File: src/rtl/mem_pkg.sv
// Shared types and helpers for the word-wide memory access path.
//   mem_size_e    : access size encoding carried on req_size
//   mem_state_e   : mem_access_unit FSM states
//   is_misaligned : alignment rule, also used by the decode-stage exception logic
package mem_pkg;

    typedef enum logic [1:0] {
        SZ_BYTE = 2'd0,
        SZ_HALF = 2'd1,
        SZ_WORD = 2'd2
    } mem_size_e;

    // Encoding 3 on req_size has no enumerator; it is always rejected.
    localparam logic [1:0] SZ_ILLEGAL = 2'd3;

    typedef enum logic [1:0] {
        StIdle,
        StRd,
        StWr,
        StResp
    } mem_state_e;

    // Byte accesses are always aligned; an illegal size is reported separately.
    function automatic logic is_misaligned(input logic [1:0] size, input logic [1:0] addr_lo);
        logic mis;
        mis = 1'b0;
        case (size)
            SZ_HALF: mis = addr_lo[0];
            SZ_WORD: mis = |addr_lo;
            default: mis = 1'b0;
        endcase
        return mis;
    endfunction

endpackage

File: src/rtl/mem_lane_align.sv
// Combinational byte-lane steering between a 32-bit memory word and the
// right-justified pipeline data (little-endian lanes).
//   size       in  access size (mem_size_e encoding)
//   sign_ext   in  sign-extend sub-word load data
//   addr_lo    in  byte offset within the word
//   old_word   in  word read from memory
//   store_data in  right-justified store data
//   load_data  out extracted and extended load result
//   store_word out old_word with the target lanes replaced by store_data
module mem_lane_align
    import mem_pkg::*;
(
    input  logic [1:0]  size,
    input  logic        sign_ext,
    input  logic [1:0]  addr_lo,
    input  logic [31:0] old_word,
    input  logic [31:0] store_data,
    output logic [31:0] load_data,
    output logic [31:0] store_word
);

    logic [31:0] shifted;

    always_comb begin
        shifted    = old_word >> {addr_lo, 3'b000};
        load_data  = shifted;
        store_word = store_data;
        case (size)
            SZ_BYTE: begin
                load_data  = {{24{sign_ext & shifted[7]}}, shifted[7:0]};
                store_word = old_word;
                store_word[{addr_lo, 3'b000} +: 8] = store_data[7:0];
            end
            SZ_HALF: begin
                load_data  = {{16{sign_ext & shifted[15]}}, shifted[15:0]};
                store_word = old_word;
                store_word[{addr_lo[1], 4'b0000} +: 16] = store_data[15:0];
            end
            default: begin
                // Word access: data passes through, sign_ext is irrelevant.
                load_data  = shifted;
                store_word = store_data;
            end
        endcase
    end

endmodule

File: src/rtl/mem_access_unit.sv
// MEM-stage initiator for the word-wide simulated memory. Turns byte/half/word
// loads and stores into single-word transactions; sub-word stores are done as
// read-modify-write because the memory has no byte enables.
//   clk, reset              clock, asynchronous active-high reset
//   req_valid/req_ready     request handshake (ready only when idle)
//   req_write/size/signed   request attributes
//   req_addr, req_wdata     byte address, right-justified store data
//   resp_valid              one-cycle completion pulse
//   resp_rdata, resp_err    load result / error, zero unless resp_valid
//   mem_we/addr/wdata       memory command (zero outside RD/WR)
//   mem_rdata, mem_err      combinational memory read data and error flag
module mem_access_unit
    import mem_pkg::*;
#(
    parameter int unsigned ADDR_W = 32,
    parameter int unsigned DATA_W = 32  // lane logic assumes 32
) (
    input  logic              clk,
    input  logic              reset,
    input  logic              req_valid,
    output logic              req_ready,
    input  logic              req_write,
    input  logic [1:0]        req_size,
    input  logic              req_signed,
    input  logic [ADDR_W-1:0] req_addr,
    input  logic [DATA_W-1:0] req_wdata,
    output logic              resp_valid,
    output logic [DATA_W-1:0] resp_rdata,
    output logic              resp_err,
    output logic              mem_we,
    output logic [ADDR_W-1:0] mem_addr,
    output logic [DATA_W-1:0] mem_wdata,
    input  logic [DATA_W-1:0] mem_rdata,
    input  logic              mem_err
);

    mem_state_e        state_q, state_d;
    logic              write_q;
    logic [1:0]        size_q;
    logic              signed_q;
    logic [ADDR_W-1:0] addr_q;
    logic [DATA_W-1:0] wdata_q;
    logic [DATA_W-1:0] rdata_q;
    logic              err_q;

    logic              accept;
    logic              align_err;
    logic [DATA_W-1:0] load_data;
    logic [DATA_W-1:0] merged_word;

    assign accept    = (state_q == StIdle) && req_valid;
    assign align_err = (req_size == SZ_ILLEGAL) || is_misaligned(req_size, req_addr[1:0]);

    mem_lane_align u_lane_align (
        .size       (size_q),
        .sign_ext   (signed_q),
        .addr_lo    (addr_q[1:0]),
        .old_word   (rdata_q),
        .store_data (wdata_q),
        .load_data  (load_data),
        .store_word (merged_word)
    );

    always_ff @(posedge clk or posedge reset) begin
        if (reset) begin
            state_q  <= StIdle;
            write_q  <= 1'b0;
            size_q   <= 2'd0;
            signed_q <= 1'b0;
            addr_q   <= '0;
            wdata_q  <= '0;
            rdata_q  <= '0;
            err_q    <= 1'b0;
        end else begin
            state_q <= state_d;
            if (accept) begin
                write_q  <= req_write;
                size_q   <= req_size;
                signed_q <= req_signed;
                addr_q   <= req_addr;
                wdata_q  <= req_wdata;
                rdata_q  <= '0;
                err_q    <= align_err;
            end
            if (state_q == StRd) begin
                rdata_q <= mem_rdata;
                err_q   <= err_q | mem_err;
            end
            if (state_q == StWr) begin
                err_q <= err_q | mem_err;
            end
        end
    end

    always_comb begin
        state_d = state_q;
        unique case (state_q)
            StIdle: begin
                if (req_valid) begin
                    if (align_err) begin
                        state_d = StResp;
                    end else if (!req_write || (req_size != SZ_WORD)) begin
                        state_d = StRd;
                    end else begin
                        state_d = StWr;
                    end
                end
            end
            // A read error aborts a read-modify-write before anything is written.
            StRd:    state_d = (write_q && !mem_err) ? StWr : StResp;
            StWr:    state_d = StResp;
            StResp:  state_d = StIdle;
            default: state_d = StIdle;
        endcase
    end

    // Outputs decoded from state so reset drops mem_we without waiting for a clock.
    always_comb begin
        req_ready  = (state_q == StIdle);
        mem_we     = (state_q == StWr);
        mem_addr   = '0;
        mem_wdata  = '0;
        resp_valid = (state_q == StResp);
        resp_err   = 1'b0;
        resp_rdata = '0;
        if ((state_q == StRd) || (state_q == StWr)) begin
            mem_addr = {addr_q[ADDR_W-1:2], 2'b00};
        end
        if (state_q == StWr) begin
            mem_wdata = merged_word;
        end
        if (state_q == StResp) begin
            resp_err = err_q;
            if (!write_q && !err_q) begin
                resp_rdata = load_data;
            end
        end
    end

endmodule

File: config.mk
export PLATFORM = sky130hd
export DESIGN_NAME = mem_access_unit
export DESIGN_NICKNAME = d
export VERILOG_FILES = /design/src/rtl/mem_pkg.sv /design/src/rtl/mem_lane_align.sv /design/src/rtl/mem_access_unit.sv
export SDC_FILE = /design/constraint.sdc
export NUM_CORES = 1
export LEC_CHECK = 0
export CAP_MARGIN = 20
export CORE_ASPECT_RATIO = 1.25
export CORE_UTILIZATION = 45
export DETAILED_ROUTE_END_ITERATION = 8
export PLACE_DENSITY = 0.83
export SLEW_MARGIN = 15
export SYNTH_ARGS = -nofsm -noshare
export SYNTH_HDL_FRONTEND = slang
export SYNTH_HIERARCHICAL = 1
export SYNTH_SLANG_ARGS = --single-unit
File: constraint.sdc
create_clock -name clk -period 3.8 [get_ports clk]
set_input_delay 0.76 -clock clk [delete_from_list [all_inputs] [get_ports clk]]
set_output_delay 0.76 -clock clk [all_outputs]
set_load 0.005 [all_outputs]
==> results.txt, run 1 <==
Status -> finished clean
Clock Tree Root -> clkbuf_16
Post-Synthesis Cells -> 681
Largest area contributor in the netlist -> dfrtp_1
Via count -> 5920
Most common cell in the netlist -> nand2_1
Final min period -> 3.66 ns
Fill cells -> 1251
Pint -> 4.56 mW
Reg2Reg Depth -> 5
Req. time, crit path -> 3.04 ns
CTS tree -> built
Syn Area/Cell -> 10.1 sq um
Share of cells above drive strength 1 -> 0.149
PwrDens -> 834 nW/um^2
Critical path peak fanout -> 19
Worst Hold Class -> register to register
Max H-tree Level -> 3
Vias per cell -> 5.69
Maximum VDD drop -> 0.000441 V
Die height -> 140 microns
Ranking of synthesized cells by area -> dfrtp_1, and2_1, mux2_4
Worst Hold Path Cells -> 1
Crit path DAT -> 2.90 ns
Period utilization -> 0.964
Layout Nets -> 971
Fraction of registers with async set/reset -> 1.00
Clk buf depth -> 2
Die area -> 15800 sq um
Final setup TNS -> 0 ns
Largest net degree at the start of global routing -> 81
Yosys reg bits -> 103
Leak -> 3.95 nW
NetSw -> 3.17 mW
Drt initial violations -> 413
Register Area -> 2580 sq um
Worst R2R Start -> state_q[0]
Unrepaired setup endpoints after global routing -> no
Port Buffer Count -> 201
Crit Reg-Reg Endpoint -> signed_q
Predominant post-synthesis flop cell -> dfrtp_1
Slew @ Worst Pin -> 0.729 ns
Logic gate share of total power -> 0.577
GRT Util Overall -> 0.262
Vias in the first global route -> 5926
Max-Cap Viols -> 0
Syn-to-layout area delta -> 35.1%
Core box area -> 15000 sq um
Crit. End Element -> primary output
Top post-synthesis cells by count -> nand2_1, dfrtp_1, and2_1, o21ai_0, mux2_2
HPWL after detailed placement -> 14.8 mm
Skew final -> 0.00733 ns
ANT nets after route -> 0
CP Class -> register to primary output
Warnings from Yosys -> 6
Clk pwr share -> 0.124
HP Start -> addr_q[31]
Yosys top cell area share -> 0.376
Final setup violation count -> 0
Worst-case hold path end point -> addr_q[31]
Top Ports -> 204
Headroom to the max-slew limit -> 0.514
CP Launch Type -> register
Multi-input gate area -> 3950 sq um
First-pass GRT wire length -> 31.9 mm
Sw Ratio -> 0.410
Total grt overflow -> 0
Worst-skew pair later-pin latency -> 0.35 ns
Initial Utilization -> 0.459
WL per Instance -> 19.4 microns
Row cnt -> 50
Sink Count -> 103
Pins Over Slew Limit -> 0
Routed WL -> 20.2 mm
F_max -> 273 MHz
Sequential area share after synthesis -> 0.376
Mapped cell area -> 6860 sq um
Detailed-router iteration count before antenna repair -> 7
Flop2flop setup slack -> 1.70 ns
Die X -> 112 microns
Clock transition at path regs -> 0.07 ns
Number of buffers created by CTS -> 9
RePlAce Congestion -> 0.926
Hold_ws -> 0.502 ns
Final Hold Viols -> 0
Antenna violations before repair -> 0
DRC viols -> 0
Flop pwr share -> 0.300
EDFF count, synth -> 0
Ant diodes -> 0
Synth cell types -> 62
Hold Buf Count CTS -> 0
-- cells in the final DEF (no fill, tap or decap), drive strengths merged, types with 13 or more instances in the layout --
master and count:
a221o 16, a22o 22, and2 98, clkdlybuf4s50 201, dfrtp 103, ha 13
mux2 83, mux2i 20, nand2 108, nor2 15, nor2b 16, o211ai 16
o21ai 51
-- area by class of cell --
class	instances	area share
clock buffers	9	0.0243
clock inverters	7	0.00864
inverters	8	0.00378
multi-input cells	519	0.426
flip-flops and latches	103	0.278
well taps	182	0.0246
repair buffers	213	0.235
-- cells by family after synthesis --
| group | after synthesis | share of synthesized area |
|---|---|---|
| compound gates | 144 | 0.169 |
| buf+inv | 60 | 0.0516 |
| flops | 103 | 0.376 |
| fa+ha+maj | 13 | 0.0237 |
| other cells | 1 | 0.000546 |
| simple gates | 257 | 0.197 |
| mux | 103 | 0.182 |
-- metal layers --
| layer | share of wire | track usage | vias to the layer above |
|---|---|---|---|
| li1 | - | - | 2769 |
| met1 | 0.40 | 0.326 | 2825 |
| met2 | 0.49 | 0.443 | 276 |
| met3 | 0.075 | 0.0519 | 50 |
| met4 | 0.035 | 0.110 | 0 |
| met5 | 0 | 0 | - |
-- power by group through the flow --
stage	Combinational, mW	Sequential (mW)	Clock, mW
floorplan	3.02	1.98	0
global placement	4.27	2.29	0
detailed placement	4.37	2.31	0
CTS	4.39	2.29	0.978
global route	4.84	2.37	1.01
finish	4.45	2.31	0.958
-- critical path, cell delays in order, from the launching register on --
cell and delay (ns):
dfrtp_1 0.42, inv_4 0.13, ha_1 0.27, nor4_1 0.39, and4_1 0.45, a221o_1 0.25, and2_1 0.13, clkdlybuf4s50_1 0.51
-- flip-flops by register name, indices dropped and copies added, names as in the netlist --
name,cells
err_q,1
signed_q,1
size_q,2
wdata_q,32
state_q,2
write_q,1
rdata_q,32
addr_q,32
-- worst max path at each step --
stage	from	slack, ns	to	depth (start not counted)
final	addr_q[1]	0.14	mem_wdata[9]	7
after global routing	addr_q[1]	0.006	mem_wdata[19]	7
after global placement	addr_q[1]	0.49	mem_wdata[21]	7
after detailed placement	addr_q[1]	0.42	mem_wdata[20]	7
after floorplan	reset	0.34	addr_q[0]	1
after CTS	addr_q[1]	0.03	mem_wdata[20]	7
-- through the flow --
stage	setup slack [ns]	total power, mW	util	std cells	area, sq um
3_5_place_dp	0.421	6.68	0.594	1022	8880
3_3_place_gp	0.491	6.56	0.593	1021	8870
5_1_grt	0.00552	8.22	0.620	1041	9270
2_1_floorplan	0.336	5.00	-	682	6870
4_1_cts	0.0280	7.66	0.614	1038	9190
6_report	0.138	7.73	0.620	1041	9270
-- repair_timing --
action	in CTS	in global routing
setup endpoints to repair	0	30
buffers inserted	0	1
gates resized for setup	0	8
(Power assumes the default switching activity.)
==> run 2: changes to the inputs <==
--- a/config.mk
+++ b/config.mk
@@ -7,9 +7,9 @@
 export LEC_CHECK = 0
 export CAP_MARGIN = 20
 export CORE_ASPECT_RATIO = 1.25
-export CORE_UTILIZATION = 45
+export CORE_UTILIZATION = 48
 export DETAILED_ROUTE_END_ITERATION = 8
-export PLACE_DENSITY = 0.83
+export PLACE_DENSITY = 0.87
 export SLEW_MARGIN = 15
 export SYNTH_ARGS = -nofsm -noshare
 export SYNTH_HDL_FRONTEND = slang
==> run 2 against run 1 <==
  * Sequential cell count unchanged
  * Non-clock buffer count increased by 2
  * Critical path depth unchanged
  * Largest cell class unchanged
  * Maximum frequency decreased by 0.42%
  * Largest power group unchanged
  * Combinational power increased by 0.9%
==> results.txt, run 2 (synthesis results as in run 1) <==
Worst path most repeated cell -> and2_1
CTS tree -> built
Detailed-router iteration count before antenna repair -> 5 (-2)
DRC viols -> 0 (unchanged)
Delay-heaviest family, CP -> buffers and inverters
Leak -> 3.95 nW (about the same)
Worst-skew pair later-pin latency -> 0.35 ns (about the same)
Unrepaired setup endpoints after global routing -> no
Die X -> 109 microns (-3.1%)
Via count -> 5978 (+0.98%)
Largest net degree at the start of global routing -> 73 (-9.9%)
Post-route worst setup slack -> 0.123 ns (-0.0155 ns)
Crit path DAT -> 2.92 ns (+0.02 ns)
Final min period -> 3.68 ns (+0.0155 ns)
Die height -> 136 microns (-3.1%)
Req. time, crit path -> 3.04 ns (about the same)
Total grt overflow -> 0 (unchanged)
Initial Utilization -> 0.495 (+0.0357)
Syn-to-layout area delta -> 34.5%
Biggest regs -> addr_q x32, rdata_q x32, wdata_q x32
First-pass GRT wire length -> 31.7 mm (-0.73%)
Clk buf depth -> 2 (unchanged)
Pre-CTS setup slack -> 0.477 ns (+0.0555 ns)
RePlAce Congestion -> 1.04 (+12%)
Max-Cap Viols -> 0 (unchanged)
HPWL after detailed placement -> 14.9 mm (+1.0%)
Cell chain of the critical path -> buf_4, ha_1, and2_1, a41oi_1, o221ai_1, and2_1, clkdlybuf4s50_1
Port Buffer Count -> 201 (unchanged)
Final setup TNS -> 0 ns (unchanged)
Routed WL -> 20.2 mm (-0.25%)
Total chip power -> 7.74 mW (+0.19%)
Headroom to the max-slew limit -> 0.405 (-0.109)
Top Ports -> 204 (unchanged)
Row cnt -> 48 (-4.0%)
Vias per cell -> 5.77 (+1.5%)
Crit-path slowest cell -> clkdlybuf4s50_1
Hold Buf Count CTS -> 0 (unchanged)
Clock transition at path regs -> 0.08 ns (about the same)
Vias in the first global route -> 5900 (-0.44%)
CP Launch Type -> register
Maximum VDD drop -> 0.000558 V (+27%)
Multi-input gate area -> 3950 sq um (about the same)
Fill cells -> 1089 (-13%)
Status -> finished clean
Clock Tree Root -> clkbuf_16
Period utilization -> 0.968 (+0.00408)
Die area -> 14800 sq um (-6.1%)
Max H-tree Level -> 3 (unchanged)
Crit. End Element -> primary output
PwrDens -> 838 nW/um^2 (+0.58%)
GRT Util Overall -> 0.282 (+0.0195)
Critical path peak fanout -> 22 (+3)
F_max -> 272 MHz (-0.42%)
Worst Hold Class -> register to register
Number of buffers created by CTS -> 9 (unchanged)
Pins Over Slew Limit -> 0 (unchanged)
Most common cell after layout, fill and taps aside -> clkdlybuf4s50_1
Buffers plus inverters on the worst setup path -> 2 (unchanged)
CP peak stage delay -> 0.50 ns (about the same)
CP Class -> register to primary output
Share of cells above drive strength 1 -> 0.150 (+0.000815)
Final Hold Viols -> 0 (unchanged)
Antenna violations before repair -> 0 (unchanged)
Most frequent cells in the layout -> clkdlybuf4s50_1, nand2_1, dfrtp_1
Slew @ Worst Pin -> 0.893 ns (+0.164 ns)
Drt initial violations -> 426 (+3.1%)
Skew final -> 0.0101 ns (+0.00281 ns)
ANT nets after route -> 0 (unchanged)
Layout Nets -> 973 (+0.21%)
Core box area -> 13900 sq um (-7.2%)
WL per Instance -> 19.5 microns (+0.23%)
Register Area -> 2580 sq um (unchanged)
Ant diodes -> 0 (unchanged)
Sink Count -> 103 (unchanged)
Final setup violation count -> 0 (unchanged)
Flop2flop setup slack -> 1.75 ns (+0.05 ns)
==> run 2: final timing paths <==
check | startpoint | end | cells after the start
min in group asynchronous | reset | addr_q[24] | 2
max in group asynchronous | reset | size_q[0] | 3
max | addr_q[1] | mem_wdata[18] | 7
min reg2reg | addr_q[15] | addr_q[15] | 1
min | addr_q[15] | addr_q[15] | 1
max reg2reg | state_q[1] | wdata_q[31] | 5
==> run 2: what timing repair did <==
item	4_1_cts	5_1_grt
setup endpoints to repair	0	16
resized for setup	0	1
buffers inserted	0	1
==> run 2: routing by layer <==
layer | vias up | wire, microns | GRT usage
met2 | 329 | 9820 | 0.463
met3 | 55 | 1840 | 0.0649
li1 | 2767 | - | -
met4 | 0 | 650 | 0.106
met5 | - | 0 | 0
met1 | 2827 | 7880 | 0.357
==> run 2: cell type report <==
class	instances	area share
tap	175	0.0237
clock buffer	11	0.0274
sequential	103	0.279
clock inverter	5	0.00528
multi-input combinational	519	0.428
inverter	8	0.00352
timing repair buffer	215	0.233
==> run 2: metrics by stage <==
stage | utilization | std cells | cell area, sq um | hold WS, ns
after floorplan | - | 682 | 6870 | 0.471
after global placement | 0.641 | 1018 | 8890 | 0.479
after detailed placement | 0.641 | 1018 | 8890 | 0.487
after CTS | 0.662 | 1034 | 9190 | 0.505
after global routing | 0.666 | 1036 | 9230 | 0.512
final | 0.666 | 1036 | 9230 | 0.501
==> run 2: power breakdown <==
part / internal (mW) / leakage, nW / switching [mW]
registers: 1.63 / 1.24 / 0.681
logic: 2.41 / 2.55 / 2.08
clock network: 0.494 / 0.150 / 0.447
total: 4.53 / 3.95 / 3.21
